`src/rtl/logic_pkg.sv`:
```
// Shared definitions for the registered bitwise logic unit: op encoding and op type.
package logic_pkg;

    typedef logic [1:0] op_t;

    localparam op_t OP_AND  = 2'd0;
    localparam op_t OP_OR   = 2'd1;
    localparam op_t OP_XOR  = 2'd2;
    localparam op_t OP_NAND = 2'd3;

endpackage : logic_pkg

```
`src/rtl/logic_op_comb.sv`:
```
// Purely combinational bitwise operator with zero detect; sits between the two pipe stages.
module logic_op_comb
    import logic_pkg::*;
#(
    parameter int WIDTH = 32
) (
    input  logic [WIDTH-1:0] x,
    input  logic [WIDTH-1:0] y,
    input  op_t              op,
    output logic [WIDTH-1:0] z,
    output logic             zero
);

    always_comb begin
        z = '0;
        unique case (op)
            OP_AND:  z = x & y;
            OP_OR:   z = x | y;
            OP_XOR:  z = x ^ y;
            OP_NAND: z = ~(x & y);
            default: z = '0;
        endcase
    end

    assign zero = (z == '0);

endmodule : logic_op_comb

```
`src/rtl/reg_logic_pipe.sv`:
```
// Two-stage valid/ready pipe: stage 1 registers operands, stage 2 registers op result and zero flag.
module reg_logic_pipe
    import logic_pkg::*;
#(
    parameter int WIDTH = 32
) (
    input  logic             clock,
    input  logic             reset,
    input  logic             in_valid,
    output logic             in_ready,
    input  logic [WIDTH-1:0] in_x,
    input  logic [WIDTH-1:0] in_y,
    input  logic [1:0]       in_op,
    output logic             out_valid,
    input  logic             out_ready,
    output logic [WIDTH-1:0] out_z,
    output logic             out_zero
);

    logic [WIDTH-1:0] x_q, x_d;
    logic [WIDTH-1:0] y_q, y_d;
    op_t              op_q, op_d;
    logic             v1_q, v1_d;
    logic [WIDTH-1:0] z_q, z_d;
    logic             zero_q, zero_d;
    logic             v2_q, v2_d;

    logic             adv1;
    logic             adv2;
    logic [WIDTH-1:0] comb_z;
    logic             comb_zero;

    // An empty stage always advances, so bubbles collapse under a downstream stall.
    assign adv2     = !v2_q || out_ready;
    assign adv1     = !v1_q || adv2;
    assign in_ready = adv1 && !reset;

    logic_op_comb #(
        .WIDTH (WIDTH)
    ) u_op (
        .x    (x_q),
        .y    (y_q),
        .op   (op_q),
        .z    (comb_z),
        .zero (comb_zero)
    );

    always_comb begin
        x_d    = x_q;
        y_d    = y_q;
        op_d   = op_q;
        v1_d   = v1_q;
        z_d    = z_q;
        zero_d = zero_q;
        v2_d   = v2_q;
        if (adv1) begin
            x_d  = in_x;
            y_d  = in_y;
            op_d = op_t'(in_op);
            v1_d = in_valid && in_ready;
        end
        if (adv2) begin
            z_d    = comb_z;
            zero_d = comb_zero;
            v2_d   = v1_q;
        end
    end

    always_ff @(posedge clock) begin
        if (reset) begin
            x_q    <= '0;
            y_q    <= '0;
            op_q   <= OP_AND;
            v1_q   <= 1'b0;
            z_q    <= '0;
            zero_q <= 1'b0;
            v2_q   <= 1'b0;
        end else begin
            x_q    <= x_d;
            y_q    <= y_d;
            op_q   <= op_d;
            v1_q   <= v1_d;
            z_q    <= z_d;
            zero_q <= zero_d;
            v2_q   <= v2_d;
        end
    end

    assign out_valid = v2_q;
    assign out_z     = z_q;
    assign out_zero  = zero_q;

endmodule : reg_logic_pipe

```
`config.mk`:
```
export PLATFORM = sky130hd
export DESIGN_NAME = reg_logic_pipe
export DESIGN_NICKNAME = d
export VERILOG_FILES = /design/src/rtl/logic_pkg.sv /design/src/rtl/logic_op_comb.sv /design/src/rtl/reg_logic_pipe.sv
export SDC_FILE = /design/constraint.sdc
export NUM_CORES = 1
export LEC_CHECK = 0
export CAP_MARGIN = 0
export CORE_UTILIZATION = 60
export DETAILED_ROUTE_END_ITERATION = 7
export DONT_BUFFER_PORTS = 1
export PLACE_DENSITY_LB_ADDON = 0.12
export SETUP_SLACK_MARGIN = 0.5
export SYNTH_ARGS = -nofsm -noshare
export SYNTH_HDL_FRONTEND = slang
export SYNTH_HIERARCHICAL = 1
export SYNTH_SLANG_ARGS = --single-unit
```
`constraint.sdc`:
```
create_clock -name clock -period 3.6 [get_ports clock]
set_input_delay 0.18 -clock clock [delete_from_list [all_inputs] [get_ports clock]]
set_output_delay 0.18 -clock clock [all_outputs]
set_load 0.02 [all_outputs]
```
---- Word-level counts from Yosys, hierarchy flattened ----
Index checks and enable logic that the tools add are counted.
word-level totals
  bits in registers ....................... 101
  input bits .............................. 70
  output and inout bits ................... 35
  word-level logic and storage cells ...... 24
cells by class
  equality and inequality tests ........... 3
  multiplexer cells ....................... 1
  bitwise operators ....................... 4
  reductions and logical operators ........ 9
operators by type and width
  operator                                        count
  one-hot mux 32 bit (4 select lines)             1
  AND 32 bit                                      1
  logical NOT 32 bit                              1
  inverter 32 bit                                 1
  OR 32 bit                                       1
  XOR 32 bit                                      1
  == test 2 bit (second input constant)           2
  logical NOT 1 bit                               3
  == test 2 x 1 -> 1 bit (second input constant)  1
  logical AND 1 bit                               2
  logical NOT 2 bit                               1
  logical OR 1 bit                                2

---- Logic depth before layout (Yosys ltp) ----
Gate-level depths: netlist (run 1).
  word-level depth ........................ 5
  depth in mapped cells ................... 10
  mapped depth without buffers ............ 9

---- By module ----
The synthesis (run 1) kept the hierarchy.
by module, submodules not included
  module          instances  cells an instance  area each (um^2)  sequential area each (um^2)
  reg_logic_pipe  1          441                3510.9            2021.9
  logic_op_comb   1          246                2207.1            0.0

---- Least setup slack after synthesis (run 1) ----
Ideal clock, no wire load.
  kind .................................... flip-flop to flip-flop
  from .................................... register op_q[1]
  to ...................................... register zero_q (netlist: out_zero)
  library setup time ...................... 0.070 ns
  arrival ................................. 1.643 ns
  required time ........................... 3.530 ns
  path slack .............................. 1.887 ns
  cell stages (with the launch flop) ...... 10
  path buffers ............................ 2
  period minus slack after synthesis ...... 1.713 ns
  path through ............................ dfxtp_1 buf_6 buf_2 mux2i_1 mux2i_1 nor4_1 nand4_1 nor2_1 nand2_1 a21oi_1
on the way
  longest elaborated chain between the ends .. 3
  elaborated cells on any way between the ends .. 6
  those cells by class .................... eq/ne: 3; mux: 1; reduce/logical: 2
RTL lines
  what                                         line                  text
  start, declared                              reg_logic_pipe.sv:22  op_t op_q, op_d;
  start signal, assigned                       reg_logic_pipe.sv:81  op_q <= op_d;
  == test 2 bit, or another cell as far along  logic_op_comb.sv:16   unique case (op)
  one-hot mux 32 bit (4 select lines) (*)      logic_op_comb.sv:16
  named net comb_z[10]                         reg_logic_pipe.sv:30  logic [WIDTH-1:0] comb_z;
  logical NOT 32 bit (*)                       logic_op_comb.sv:25   assign zero = (z == '0);
  named net comb_zero                          reg_logic_pipe.sv:31  logic comb_zero;
  end signal, assigned                         reg_logic_pipe.sv:84  zero_q <= zero_d;
  end, declared                                reg_logic_pipe.sv:25  logic zero_q, zero_d;
Mark *: on every way through the listed nets, which the timed path passes. The rest lies on a longest branch.
A chain may end at the register's enable or synchronous reset.

---- Worst setup path in the final report (run 1) ----
  from .................................... register v2_q (netlist: out_valid)
  to ...................................... register op_q[1]
on the way
  longest elaborated chain between the ends .. 3
RTL lines
  what                    line                  text
  start, declared         reg_logic_pipe.sv:26  logic v2_q, v2_d;
  start signal, assigned  reg_logic_pipe.sv:85  v2_q <= v2_d;
  logical NOT 1 bit       reg_logic_pipe.sv:34  assign adv2 = !v2_q || out_ready;
  logical OR 1 bit        reg_logic_pipe.sv:34
  logical OR 1 bit        reg_logic_pipe.sv:35  assign adv1 = !v1_q || adv2;
Every way passes these cells.

==> impl_metrics.env, run 1 <==
export IMPL_ys_seq_area_frac=0.3536
export IMPL_min_to="v1_q"
export IMPL_grt_overflow=0
export IMPL_drive_gt1_frac=0.07692
export IMPL_synth_xor_area_frac=0
export IMPL_synth_fp_nets=821
export IMPL_cts_hold_buf=68
export IMPL_grt_pass1_wl_mm=19.89
export IMPL_vias=4519
export IMPL_cts_inserted_buffers=9
export IMPL_yosysUniqueCellTypes=21
export IMPL_die_h_um=99.62
export IMPL_reg2reg_setup_slack_ns=1.12
export IMPL_hold_viol=0
export IMPL_synthArstFlopShare=0
export IMPL_diodes=0
export IMPL_max_cap_violations=0
export IMPL_cts_resized=0
export IMPL_slew_viol_final=0
export IMPL_yosysTopAreaCellShare=0.3536
export IMPL_clock_sinks=101
export IMPL_drc_errors=0
export IMPL_drtPass1Iterations=4
export IMPL_cts_root_buf="clkbuf_8"
export IMPL_synth_compound_area_frac=0.08731
export IMPL_synth_top_cell_by_area="dfxtp_1"
export IMPL_tightest_slew_ns=1.266
export IMPL_end_kind="flip-flop"
export IMPL_synth_adder_area_share=0.1400
export IMPL_netlist_instances=687
export IMPL_fin_skew_ns=0.01043
export IMPL_hp_start="reset"
export IMPL_min_period_ns=2.484
export IMPL_place_port_buffers=0
export IMPL_antenna_found_initial=0
export IMPL_cts_setup_buffers=0
export IMPL_core_area_sq_mm=0.009240
export IMPL_cp_arrival_ns=2.79
export IMPL_worstSkewPairLatency_ns=0.37
export IMPL_grt_pass1_vias=4341
export IMPL_path_clk_slew_ns=0.10
export IMPL_worst_endpoint_required_ns=3.91
export IMPL_start_util=0.6188
export IMPL_cts_tree="built"
export IMPL_yosys_mux_area_fraction=0.1751
export IMPL_tns_ns=0
export IMPL_viasPerCell=5.273
export IMPL_critPathMaxFanout=68
export IMPL_p_leak_uw=0.002834
export IMPL_first_iter_violations=152
export IMPL_start_kind="flip-flop"
export IMPL_final_util=0.7064
export IMPL_setup_violations_final=0
export IMPL_reg2reg_from="out_valid"
export IMPL_period_share=0.6900
export IMPL_drtAntennaViolNets=0
export IMPL_gp_congestion=0.7055
export IMPL_avgSynthCellArea_sq_um=8.323
export IMPL_grtUsageTotal=0.2484
export IMPL_area_delta_synth_final_pct=14.16
export IMPL_reg2reg_depth=4
export IMPL_hp_class="in2reg"
export IMPL_synth_seq_cells=101
export IMPL_netlist_top_cells_count="nand2_1, dfxtp_1, a21oi_1"
export IMPL_r2r_end="op_q[1]"
export IMPL_io_pins=105
export IMPL_grt_max_degree=102
export IMPL_synth_simple_area_share=0.1499
export IMPL_irDropWorstVdd_v=0.0002592
export IMPL_power_density_mw_per_mm2=375.8
export IMPL_drt_wl_total_mm=11.96
export IMPL_rows=35
export IMPL_rsz0062_at_grt="false"
export IMPL_hold_depth=2
export IMPL_yosys_warnings=6
export IMPL_syn_area_sq_mm=0.005718
export IMPL_wl_per_cell_um=13.96
export IMPL_status="completed"
export IMPL_htreeDepth=3
export IMPL_fmax_ghz=0.4026
export IMPL_crit_type="reg2reg"
export IMPL_clockBufferDepth=2
export IMPL_synth_area_top_cells="dfxtp_1, ha_1, nand2_1"
export IMPL_nFillCells=754
export IMPL_final_nets=857
export IMPL_synth_ff_type="dfxtp_1"
export IMPL_synth_edf_count=0
export IMPL_die_x_um=99.62
export IMPL_slew_headroom=0.1563
export IMPL_yosysMostFrequentCell="nand2_1"
export IMPL_dp_hpwl_mm=7.588
export IMPL_synth_top_family_by_area="multiplexers"
export IMPL_die_area_sq_mm=0.009924
==> kinds of logic after synthesis <==
group           count (synthesis)
compound gates                 99
flops                         101
buf+inv                       109
simple gates                  218
mux                            96
fa+ha+maj                      64
==> layer usage <==
| layer | wire (um) | GRT usage |
|---|---|---|
| met3 | 606 | 0.05622 |
| met4 | 194 | 0.06900 |
| met1 | 5371 | 0.3123 |
| met5 | 0 | 0 |
| met2 | 5791 | 0.4274 |
==> layout by cell type, fill, tap and decap left out <==
| master | synthesis | routed |
|---|---|---|
| a21oi_1 | 98 | 98 |
| a21oi_2 | 1 | 1 |
| and3b_2 | 0 | 1 |
| buf_16 | 0 | 1 |
| buf_4 | 7 | 2 |
| bufinv_16 | 0 | 1 |
| clkbuf_16 | 0 | 1 |
| clkbuf_8 | 0 | 9 |
| clkinv_4 | 0 | 1 |
| clkinvlp_4 | 0 | 1 |
| dfxtp_1 | 101 | 99 |
| dfxtp_2 | 0 | 1 |
| dfxtp_4 | 0 | 1 |
| dlygate4sd3_1 | 0 | 67 |
| ha_1 | 64 | 64 |
| inv_1 | 64 | 64 |
| inv_6 | 0 | 2 |
| inv_8 | 0 | 1 |
| mux2_2 | 32 | 32 |
| mux2i_1 | 64 | 64 |
| nand2_1 | 198 | 198 |
| nand2b_1 | 1 | 1 |
| nand3b_1 | 1 | 1 |
| nand4_1 | 2 | 2 |
| nor2_1 | 6 | 6 |
| nor2b_2 | 0 | 1 |
| nor4_1 | 8 | 8 |
==> power breakdown <==
part,internal (uW),switching [uW],total (uW)
Clock,375,425,800
Combinational,193,164,357
Sequential,1190,110,1300
Total,1750,699,2450
==> flip-flops by register name (all words and copies together) (netlist names) <==
signal / flops
x_q: 32
op_q: 2
y_q: 32
out_z: 32
out_zero: 1
v1_q: 1
out_valid: 1
==> worst max-delay path by stage <==
stage / startpoint / end / slack, ns / cells past startpoint
final: out_valid / op_q[1] / 1.12 / 4
after CTS: op_q[1] / out_zero / 1.09 / 7
after global routing: out_valid / op_q[1] / 0.91 / 4
after floorplan: op_q[1] / out_zero / 1.89 / 9
after global placement: op_q[1] / out_zero / 1.17 / 7
after detailed placement: op_q[1] / out_zero / 1.10 / 7
==> stage by stage <==
| stage | hold slack, ns | cell area (sq um) | worst slack, ns | instances | total power, uW |
|---|---|---|---|---|---|
| floorplan | 0.3007 | 5718 | 1.887 | 687 | 1553 |
| global placement | 0.2515 | 5605 | 1.172 | 773 | 1583 |
| detailed placement | 0.2545 | 5605 | 1.096 | 773 | 1601 |
| CTS | 0.2019 | 6528 | 1.085 | 857 | 2474 |
| global route | 0.2311 | 6528 | 0.9071 | 857 | 2573 |
| finish | 0.2040 | 6528 | 1.116 | 857 | 2453 |
==> area by class of cell <==
cell class,instances,area [sq um],share of cell area
inverters,64,240.2,0.03680
clock buffers,10,148.9,0.02281
well taps,129,161.4,0.02473
clock inverters,6,75.07,0.01150
multi-input cells,477,3162,0.4844
flip-flops and latches,101,2027,0.3105
repair buffers,70,713.2,0.1093
==> critical path: stages (launching register included) <==
cell           delay (ns)
dfxtp_1              0.51
and3b_2              1.09
nand2_1              0.11
a21oi_1              0.15
dlygate4sd3_1        0.55
Power figures use the tool's default switching activity.
==> inputs of run 2 (changes only) <==
--- a/config.mk
+++ b/config.mk
@@ -6,7 +6,7 @@
 export NUM_CORES = 1
 export LEC_CHECK = 0
 export CAP_MARGIN = 0
-export CORE_UTILIZATION = 60
+export CORE_UTILIZATION = 58
 export DETAILED_ROUTE_END_ITERATION = 7
 export DONT_BUFFER_PORTS = 1
 export PLACE_DENSITY_LB_ADDON = 0.12
==> constraint.sdc (replaced) <==
create_clock -name clock -period 2 [get_ports clock]
set_input_delay 0.1 -clock clock [delete_from_list [all_inputs] [get_ports clock]]
set_output_delay 0.1 -clock clock [all_outputs]
set_load 0.02 [all_outputs]
==> impl_metrics.env, run 2 (same netlist as run 1, synthesis figures left out) <==
export IMPL_status="finished, violations left"
export IMPL_violations="hold timing"
export IMPL_grtUsageTotal=0.2356
export IMPL_max_cap_violations=0
export IMPL_period_share=0.9343
export IMPL_antenna_found_initial=0
export IMPL_setup_slack_ns=0.1315
export IMPL_area_delta_synth_final_pct=8.184
export IMPL_place_port_buffers=0
export IMPL_clock_sinks=101
export IMPL_vias=4379
export IMPL_place_area_sq_mm=0.005748
export IMPL_cp_depth=9
export IMPL_drc_errors=0
export IMPL_htreeDepth=3
export IMPL_wl_per_cell_um=14.70
export IMPL_hold_depth=1
export IMPL_setup_violations_final=0
export IMPL_tightest_slew_ns=0.3933
export IMPL_core_area_sq_mm=0.009415
export IMPL_cts_root_buf="clkbuf_8"
export IMPL_rows=35
export IMPL_p_leak_uw=0.002704
export IMPL_critical_path_top_delay_family="simple AND/OR/NAND/NOR gates"
export IMPL_reg2reg_depth=9
export IMPL_drt_wl_total_mm=12.01
export IMPL_start_util=0.6073
export IMPL_viasPerCell=5.360
export IMPL_drive_gt1_frac=0.1773
export IMPL_layout_common_cells="nand2_1, a21oi_1, dfxtp_1"
export IMPL_hp_class="in2reg"
export IMPL_grt_overflow=0
export IMPL_worst_endpoint_required_ns=2.30
export IMPL_cts_inserted_buffers=9
export IMPL_io_pins=105
export IMPL_cp_arrival_ns=2.16
export IMPL_path_clk_slew_ns=0.09
export IMPL_first_iter_violations=163
export IMPL_end_kind="flip-flop"
export IMPL_power_density_mw_per_mm2=664.4
export IMPL_drtAntennaViolNets=0
export IMPL_fmax_ghz=0.5352
export IMPL_drtPass1Iterations=4
export IMPL_cp_slowest_cell="dfxtp_1"
export IMPL_dp_hpwl_mm=8.248
export IMPL_layout_commonest_cell="nand2_1"
export IMPL_start_kind="flip-flop"
export IMPL_fin_skew_ns=0.01087
export IMPL_worstPathCellList="inv_1, ha_1, mux2i_1, mux2i_1, nor4_2, nand4_1, nor2_1, nand2_1, a21oi_2"
export IMPL_min_period_ns=1.869
export IMPL_grt_pass1_wl_mm=18.91
export IMPL_irDropWorstVdd_v=0.0004596
export IMPL_rsz0062_at_grt="true"
export IMPL_placedCellCount=787
export IMPL_critPathBufInv=1
export IMPL_die_h_um=101.3
export IMPL_design_area_sq_mm=0.006186
export IMPL_grt_max_degree=103
export IMPL_cts_tree="built"
export IMPL_dp_slack_ns=-0.02709
export IMPL_final_nets=818
export IMPL_instances_no_fill=817
export IMPL_die_area_sq_mm=0.01026
export IMPL_die_x_um=101.3
export IMPL_fin_hold_ws_ns=-0.2094
export IMPL_worstSkewPairLatency_ns=0.36
export IMPL_slew_viol_final=0
export IMPL_diodes=0
export IMPL_slew_headroom=0.7378
export IMPL_clockBufferDepth=2
export IMPL_crit_path_frequent_cell="mux2i_1"
export IMPL_hold_viol=101
export IMPL_critPathMaxFanout=3
export IMPL_gp_congestion=0.7591
export IMPL_crit_path_max_incr_delay_ns=0.38
export IMPL_grt_pass1_vias=4065
export IMPL_crit_type="reg2reg"
-- run 2: cell types whose count changed in the layout (fill, tap and decap cells not counted), sizes merged --
cell         before  now
bufinv            1    0
inv              67   65
buf               3   30
clkbuf           10   12
clkinv            1    2
dlygate4sd3      67    0
-- run 2: cell type report --
class	count	area, sq um
well taps	129	161.4
clock buffers	11	141.4
flip-flops and latches	101	2051
multi-input cells	477	3266
inverters	64	240.2
clock inverters	4	23.77
fillers	841	3229
repair buffers	31	302.8
-- run 2: power by group --
part	internal (uW)	switching (uW)	total, uW
Sequential	2140	147	2290
Combinational	327	331	658
Clock	478	689	1170
Total	2940	1170	4110
-- run 2: metal layers --
layer	vias up	GRT usage	wire length [um]
met5	-	0	0
met2	105	0.4040	5815
li1	2215	-	-
met3	10	0.05245	705
met4	0	0.05909	104
met1	2049	0.3001	5385
-- run 2: stage by stage --
step	hold slack (ns)	utilization	setup TNS [ns]	power, uW
2_1_floorplan	0.2207	-	0	2798
3_3_place_gp	0.1730	0.6105	0	2874
3_5_place_dp	0.1773	0.6105	-0.02709	2906
4_1_cts	-0.2167	0.6395	0	4095
5_1_grt	-0.2423	0.6570	0	4345
6_report	-0.2094	0.6570	0	4110
-- run 2: path summary, 6_finish.rpt --
check	from	slack [ns]	endpoint
worst max-delay path	y_q[15]	0.13	out_zero
worst min-delay path	reset	-0.21	y_q[30]
worst max register to register	y_q[15]	0.13	out_zero
worst min register to register	y_q[0]	0.46	y_q[0]
-- run 2: what timing repair did --
item,CTS,global route
cloned,0,2
endpoints found under the hold margin,101,101
buffers inserted,8,5
pin swaps,10,8
resized for setup,18,27
setup endpoints to repair,26,29
==> inputs of run 3 (changes only) <==
==> constraint.sdc (replaced) <==
create_clock -name clock -period 2 [get_ports clock]
set_input_delay 0.2 -clock clock [delete_from_list [all_inputs] [get_ports clock]]
set_output_delay 0.2 -clock clock [all_outputs]
set_load 0.02 [all_outputs]
==> impl_metrics.env, run 3 (same netlist as run 1, synthesis figures left out) <==
export IMPL_max_cap_violations=0
export IMPL_worstSkewPairLatency_ns=0.35
export IMPL_grt_overflow=0
export IMPL_drtPass1Iterations=6
export IMPL_critPathBufInv=1
export IMPL_drt_wl_total_mm=12.36
export IMPL_critical_path_top_delay_family="simple AND/OR/NAND/NOR gates"
export IMPL_p_leak_uw=0.002734
export IMPL_drc_errors=0
export IMPL_min_period_ns=1.947
export IMPL_fmax_ghz=0.5136
export IMPL_cts_root_buf="clkbuf_8"
export IMPL_finalPower_uw=4285
export IMPL_status="finished, violations left"
export IMPL_gp_congestion=0.7759
export IMPL_grt_max_degree=103
export IMPL_rows=35
export IMPL_drtAntennaViolNets=0
export IMPL_diodes=0
export IMPL_fin_skew_ns=0.01085
export IMPL_p_switching_uw=1161
export IMPL_grt_pass1_vias=4035
export IMPL_violations="hold timing"
export IMPL_worst_endpoint_required_ns=2.28
export IMPL_grtUsageTotal=0.2398
export IMPL_cp_slowest_cell="dfxtp_1"
export IMPL_design_area_sq_mm=0.006286
export IMPL_rsz0062_at_grt="true"
export IMPL_period_share=0.9735
export IMPL_start_kind="flip-flop"
export IMPL_crit_type="reg2reg"
export IMPL_setup_violations_final=0
export IMPL_layout_common_cells="nand2_1, a21oi_1, dfxtp_1"
export IMPL_die_area_sq_mm=0.01026
export IMPL_clock_sinks=101
export IMPL_wl_per_cell_um=15.04
export IMPL_start_util=0.6073
export IMPL_final_nets=824
export IMPL_critPathMaxFanout=3
export IMPL_slew_headroom=0.7746
export IMPL_tns_ns=0
export IMPL_p_int_uw=3123
export IMPL_place_area_sq_mm=0.005756
export IMPL_dp_hpwl_mm=8.363
export IMPL_path_clk_slew_ns=0.10
export IMPL_end_kind="flip-flop"
export IMPL_place_port_buffers=0
export IMPL_power_frac_comb=0.162
export IMPL_io_pins=105
export IMPL_cp_arrival_ns=2.23
export IMPL_viasPerCell=5.347
export IMPL_tightest_slew_ns=0.3353
export IMPL_hold_viol=101
export IMPL_core_area_sq_mm=0.009415
export IMPL_clockBufferDepth=2
export IMPL_fin_hold_ws_ns=-0.08828
export IMPL_hp_class="in2reg"
export IMPL_drive_gt1_frac=0.1861
export IMPL_die_h_um=101.3
export IMPL_htreeDepth=3
export IMPL_cts_tree="built"
export IMPL_irDropWorstVdd_v=0.0003959
export IMPL_layout_commonest_cell="nand2_1"
export IMPL_pwr_share_seq=0.533
export IMPL_p_sw_frac=0.2711
export IMPL_die_x_um=101.3
export IMPL_antenna_found_initial=0
export IMPL_slew_viol_final=0
export IMPL_p_clk_frac=0.305
export IMPL_cts_inserted_buffers=9
export IMPL_crit_path_max_incr_delay_ns=0.38
export IMPL_power_density_mw_per_mm2=681.6
export IMPL_area_delta_synth_final_pct=9.934
export IMPL_vias=4395
export IMPL_grt_pass1_wl_mm=19.15
export IMPL_first_iter_violations=96
export IMPL_worstPathCellList="inv_1, ha_1, mux2i_1, mux2i_2, nor4_2, nand4_1, nor2_1, nand2_1, a21oi_1"
-- run 3: path summary, 6_finish.rpt --
kind                            startpoint  endpoint  slack, ns  depth (start not counted)
worst max-delay path               x_q[24]  out_zero       0.05                          9
worst min-delay path                 reset   y_q[30]      -0.09                          1
worst max register to register     x_q[24]  out_zero       0.05                          9
worst min register to register     y_q[26]   y_q[26]       0.46                          2
-- run 3: what timing repair did --
action,CTS,global route
cloned,0,2
pin swaps,10,8
endpoints found under the setup margin,28,33
hold endpoints to repair,101,101
gates resized for setup,23,24
buffers inserted,13,5
-- run 3: area by class of cell --
type	count	area [sq um]
timing repair buffer	37	336.6
multi-input combinational	477	3299
tap	129	161.4
clock buffer	11	152.6
inverter	64	240.2
fill	806	3129
clock inverter	3	45.04
sequential	101	2051
-- run 3: metrics by stage --
stage / hold slack [ns] / utilization / setup slack (ns) / cells
after CTS: -0.1131 / 0.6502 / 0.1306 / 815
after detailed placement: 0.2720 / 0.6113 / -0.05327 / 788
after floorplan: 0.3207 / - / 0.3325 / 687
final: -0.08828 / 0.6676 / 0.05297 / 822
after global placement: 0.2719 / 0.6113 / 0.008691 / 788
after global routing: -0.1279 / 0.6676 / -0.1255 / 822
-- run 3: per-layer routing --
layer / part of all wire / global-route usage / up-vias
met5: 0 / 0 / -
met4: 0.0085 / 0.06355 / 0
met3: 0.048 / 0.04900 / 10
met2: 0.49 / 0.4066 / 98
met1: 0.45 / 0.3108 / 2060
li1: - / - / 2227
-- run 3: power by group through the flow --
stage               combinational (uW)  sequential (uW)  clock, uW
detailed placement                 574             2330          0
finish                             693             2290       1310
floorplan                          494             2300          0
global route                       768             2300       1450
global placement                   548             2330          0
CTS                                630             2280       1340
